==> config.mk <==
export PLATFORM = sky130hd
export DESIGN_NAME = stopwatch_timer_ctrl
export DESIGN_NICKNAME = d
export VERILOG_FILES = /design/src/rtl/stopwatch_timer_ctrl.sv
export SDC_FILE = /design/constraint.sdc
export NUM_CORES = 1
export LEC_CHECK = 0
export CELL_PAD_IN_SITES_DETAIL_PLACEMENT = 0
export CELL_PAD_IN_SITES_GLOBAL_PLACEMENT = 2
export CORE_MARGIN = 1
export CORE_UTILIZATION = 28
export DETAILED_ROUTE_END_ITERATION = 8
export PLACE_DENSITY = 0.83
export SETUP_SLACK_MARGIN = 0.5
export SLEW_MARGIN = 20
export SYNTH_ARGS = -nofsm -noshare
export SYNTH_HDL_FRONTEND = slang
export SYNTH_SLANG_ARGS = --single-unit
==> constraint.sdc <==
create_clock -name clk -period 2.11 [get_ports clk]
set_input_delay 0.422 -clock clk [delete_from_list [all_inputs] [get_ports clk]]
set_output_delay 0.422 -clock clk [all_outputs]
set_load 0.01 [all_outputs]
==> src/rtl/stopwatch_timer_ctrl.sv <==
// Stopwatch/timer controller: run-control FSM with an integrated prescaler,
// an up/down counter, lap capture and countdown expiry. All outputs are registered.
module stopwatch_timer_ctrl #(
  parameter int CNT_W    = 16,
  parameter int PRESCALE = 1000
) (
  input  logic             clk,
  input  logic             rst,
  input  logic             start,
  input  logic             stop,
  input  logic             clear,
  input  logic             lap,
  input  logic             mode,
  input  logic [CNT_W-1:0] load_val,
  output logic [CNT_W-1:0] count,
  output logic [CNT_W-1:0] lap_val,
  output logic [1:0]       status,
  output logic             count_en,
  output logic             done,
  output logic             wrap
);

  localparam int PS_W = (PRESCALE > 1) ? $clog2(PRESCALE) : 1;
  localparam logic [PS_W-1:0]  PS_LAST = PS_W'(PRESCALE - 1);
  localparam logic [PS_W-1:0]  PS_ONE  = PS_W'(1);
  localparam logic [CNT_W-1:0] CNT_ONE = CNT_W'(1);

  typedef enum logic [1:0] {
    IDLE    = 2'b00,
    RUNNING = 2'b01,
    PAUSED  = 2'b10,
    DONE    = 2'b11
  } state_t;

  state_t           state_q;
  logic [CNT_W-1:0] count_q;
  logic [CNT_W-1:0] lap_q;
  logic [PS_W-1:0]  presc_q;
  logic             mode_q;
  logic             count_en_q;
  logic             done_q;
  logic             wrap_q;

  logic             tick;
  logic [CNT_W-1:0] step_d;
  logic             run_mode_d;
  logic             start_zero_d;

  // A restart from DONE reuses the latched direction; a fresh start samples mode.
  always_comb begin
    tick         = (state_q == RUNNING) && (presc_q == PS_LAST);
    step_d       = mode_q ? (count_q - CNT_ONE) : (count_q + CNT_ONE);
    run_mode_d   = (state_q == IDLE) ? mode : mode_q;
    start_zero_d = run_mode_d && (load_val == '0);
  end

  always_ff @(posedge clk or posedge rst) begin
    if (rst) begin
      state_q    <= IDLE;
      count_q    <= '0;
      lap_q      <= '0;
      presc_q    <= '0;
      mode_q     <= 1'b0;
      count_en_q <= 1'b0;
      done_q     <= 1'b0;
      wrap_q     <= 1'b0;
    end else begin
      done_q <= 1'b0;
      wrap_q <= 1'b0;
      if (clear) begin
        state_q    <= IDLE;
        count_q    <= '0;
        lap_q      <= '0;
        presc_q    <= '0;
        count_en_q <= 1'b0;
      end else begin
        case (state_q)
          IDLE, DONE: begin
            if (start) begin
              mode_q  <= run_mode_d;
              presc_q <= '0;
              if (start_zero_d) begin
                state_q    <= DONE;
                count_q    <= '0;
                done_q     <= 1'b1;
                count_en_q <= 1'b0;
              end else begin
                state_q    <= RUNNING;
                count_q    <= run_mode_d ? load_val : '0;
                count_en_q <= 1'b1;
              end
            end
          end
          RUNNING: begin
            if (lap) lap_q <= count_q;
            if (tick) begin
              presc_q <= '0;
              count_q <= step_d;
              if (!mode_q && (count_q == '1)) wrap_q <= 1'b1;
            end else begin
              presc_q <= presc_q + PS_ONE;
            end
            // Expiry takes precedence over a simultaneous pause request.
            if (tick && mode_q && (count_q == CNT_ONE)) begin
              state_q    <= DONE;
              done_q     <= 1'b1;
              count_en_q <= 1'b0;
            end else if (stop) begin
              state_q    <= PAUSED;
              count_en_q <= 1'b0;
            end
          end
          PAUSED: begin
            if (lap) lap_q <= count_q;
            if (start && !stop) begin
              state_q    <= RUNNING;
              count_en_q <= 1'b1;
            end
          end
        endcase
      end
    end
  end

  assign count    = count_q;
  assign lap_val  = lap_q;
  assign status   = state_q;
  assign count_en = count_en_q;
  assign done     = done_q;
  assign wrap     = wrap_q;

endmodule

==> flow_summary.yaml <==
status:
  status: "finished clean"
die:
  die_y_um: 105.5
  rows: 37
  core-area_sq_um: 10370
  ios: 60
  start_util: 0.2890
  die_area_sq_um: 11120
  die_x_um: 105.5
clock_network:
  root_buffer: "clkbuf_8"
  hold_buffers: 0
  clk_pin_slew_ns: 0.10
  tritoncts: "built"
  htree_levels: 2
  cts_buffers: 5
  clock_latency_ns: 0.31
  clockBufferDepth: 2
  clock-sinks: 48
yosys:
  ys_warn_count: 0
  async_flop_share: 1.000
  synth-edff-count: 0
  synth_cells: 341
  synthXorXnorAreaFrac: 0.03507
  synthMuxAreaShare: 0.03006
  ys.flop_type: "dfrtp_1"
  yosys.area_share.simple: 0.2739
  synth_compound_area_frac: 0.1875
  syn_nets: 371
  post_synth_num_cell_types: 56
  avgSynthCellArea_sq_um: 8.788
  yosys_register_bits: 48
  syn_area_sq_um: 2997
  yosys.area_share.adder: 0.02923
  synth_top_family_by_area: "simple AND/OR/NAND/NOR gates"
  seq_area_frac_synth: 0.4008
sta:
  setup_viol: 0
  fmax_mhz: 477.1
  period_needed_ns: 2.096
  worst_slew_pin_slew_ns: 0.4902
  fin_hold_ws_ns: 0.4270
  finalCritPeriodShare: 0.9933
  relSlewSlack: 0.6732
  timing.setup.tns_ns: 0
  hold_viol_final: 0
  rsz0062_at_grt: "yes"
  finalMaxSlewViolations: 0
  fin_skew_ns: 0.01181
setup_path:
  crit_family: "simple AND/OR/NAND/NOR gates"
  required_ns: 2.36
  cp-end-kind: "flop"
  arrival_ns: 2.34
  cp-start-kind: "flop"
  path_buf_inv: 2
  cp_slowest_cell: "dfrtp_1"
  path_max_fanout: 5
  path_class: "flop to flop"
  crit_chain: "inv_2 -> ha_4 -> or2_4 -> or3_4 -> a211oi_4 -> buf_6 -> o2bb2ai_2 -> a21o_1"
  cpPeakStageDelay_ns: 0.43
final_layout:
  multi_input_comb_area_sq_um: 2077
  drive_gt1_frac: 0.4449
  layout.cells.non_filler: 635
  nets: 528
  area_growth_pct: 71.90
  finish.utilization: 0.4967
  stdcell_area_sq_um: 5151
  n_antenna_cell: 0
  mostFrequentLayoutCells: "buf_4 (87), nand2_1 (43), dfrtp_1 (43), dlygate4sd2_1 (24), clkdlybuf4s50_1 (22)"
  layout_commonest_cell: "buf_4"
  regArea_sq_um: 1207
  nFillCells: 1004
drt:
  ant_nets: 0
  wl_per_cell_um: 16.72
  vias_per_cell: 5.151
  first_pass_iters: 5
  drc: 0
  wirelength_um: 10620
  drtIter0Drc: 112
  vias: 3271
power:
  p_int_w: 0.004031
  switching_share: 0.4196
  p_clk_frac: 0.135
  power_density_nw_per_um2: 1348
  p_comb_frac: 0.678
  p_seq_frac: 0.187
  max-vdd-ir-drop_mv: 1.187
  p_leak_nw: 2.380
  power_switching_w: 0.002915
job:
  max_cap_violations: 0
global_routing:
  track_usage: 0.1868
  grt_pass1_vias: 3239
  grt_max_degree: 31
  grt_overflow: 0
  antenna_found_initial: 0
  grt_pass1_wl_um: 16410
place:
  place_inst: 586
  numPortBuffers: 59
  detailed_place.area_sq_um: 4235
  place_congestion: 0.8158
  dp_hpwl_um: 7337
hold_path:
  hold_path_class: "input port to async pin"
-- worst reg2reg max path, cell delays in order, from the launching register on --
cell,delay [ns]
dfrtp_1,0.43
inv_2,0.10
ha_4,0.22
or2_4,0.24
or3_4,0.41
a211oi_4,0.28
buf_6,0.17
o2bb2ai_2,0.10
a21o_1,0.09
-- sequential cells by signal, summed over array words and instances (netlist names) --
name,count
count,16
lap_val,16
presc_q,10
status,2
count_en,1
done,1
mode_q,1
wrap,1
-- per-stage QoR --
step	power (W)	setup WS [ns]
floorplan	0.003371	0.01108
global placement	0.004825	-0.2978
detailed placement	0.004881	-0.3171
CTS	0.006323	0.02419
global route	0.007373	-0.05966
finish	0.006946	0.01416
-- worst paths after layout --
check | startpoint | end | slack (ns) | depth (start not counted)
hold / removal | rst | lap_val[3]$_DFFE_PP0P_ | 0.43 | 2
setup / recovery | status[0]$_DFFE_PP0P_ | count[6]$_DFFE_PP0P_ | 0.01 | 8
min in group clk | lap_val[3]$_DFFE_PP0P_ | lap_val[3]$_DFFE_PP0P_ | 0.52 | 2
hold reg to reg | lap_val[3]$_DFFE_PP0P_ | lap_val[3]$_DFFE_PP0P_ | 0.52 | 2
max in group asynchronous | rst | count[14]$_DFFE_PP0P_ | 1.15 | 3
setup reg to reg | status[0]$_DFFE_PP0P_ | count[6]$_DFFE_PP0P_ | 0.01 | 8
-- layer usage --
layer / track usage / up-vias / wire (um)
met5: 0 / - / 0
met2: 0.3294 / 88 / 5329
met4: 0.05332 / 0 / 211
met1: 0.2372 / 1609 / 4586
li1: - / 1560 / -
met3: 0.02536 / 14 / 487
-- Yosys cell counts (all sizes together), types with 2 or more instances --
| master | n | area share |
|---|---|---|
| o21ai | 8 | 0.013 |
| a31o | 2 | 0.0058 |
| inv | 11 | 0.014 |
| a311oi | 2 | 0.0058 |
| nor2 | 21 | 0.026 |
| nor4b | 2 | 0.0079 |
| nor4 | 9 | 0.024 |
| a21oi | 27 | 0.045 |
| nand2 | 55 | 0.069 |
| and4 | 4 | 0.012 |
| dfrtp | 48 | 0.40 |
| nand4 | 9 | 0.021 |
| nand2b | 4 | 0.0083 |
| buf | 5 | 0.0083 |
| or3 | 3 | 0.0063 |
| and2 | 3 | 0.0071 |
| nand3b | 4 | 0.010 |
| xor2 | 11 | 0.032 |
| mux2i | 9 | 0.030 |
| nor3 | 9 | 0.015 |
| a22oi | 8 | 0.020 |
| nor3b | 3 | 0.0075 |
| a221o | 7 | 0.023 |
| or2 | 3 | 0.0063 |
| a31oi | 3 | 0.0063 |
| o22ai | 2 | 0.0042 |
| and3 | 7 | 0.015 |
| o31ai | 4 | 0.015 |
| o2bb2ai | 3 | 0.011 |
| nand3 | 11 | 0.018 |
| ha | 7 | 0.029 |
| clkbuf | 17 | 0.021 |
| nor2b | 2 | 0.0042 |
| o21bai | 3 | 0.0075 |
-- cell families (layout without fill, tap and decap cells) --
logic type                 count (synthesis)  after routing
muxes                                      9              9
buffers and inverters                     33            190
DFF                                       48             48
adders and majority gates                  7              7
and+or+nand+nor                          154            154
xor gates and xnor gates                  12             12
AOI/OAI and AO/OA                         78             79
-- layout make-up --
class                   count  share of cell area
clock buffers               5             0.01336
clock inverters             3             0.01749
inverters                  11            0.008016
multi-input cells         261              0.4032
flip-flops and latches     48              0.2344
well taps                 136             0.03303
repair buffers            171              0.2905
-- power groups by stage --
| stage | sequential (W) | clock [W] | combinational [W] |
|---|---|---|---|
| 6_report | 0.00130 | 0.000938 | 0.00471 |
| 5_1_grt | 0.00132 | 0.000983 | 0.00507 |
| 4_1_cts | 0.00129 | 0.000953 | 0.00408 |
| 3_5_place_dp | 0.00133 | 0 | 0.00355 |
| 3_3_place_gp | 0.00133 | 0 | 0.00349 |
| 2_1_floorplan | 0.00139 | 0 | 0.00199 |
-- timing repair --
item                                    CTS  global route
resized for setup                        89           103
gates cloned                              1             1
pin swaps                                22            22
setup buffers                            26            13
endpoints found under the setup margin   66            59
Power figures use the tool's default switching activity.
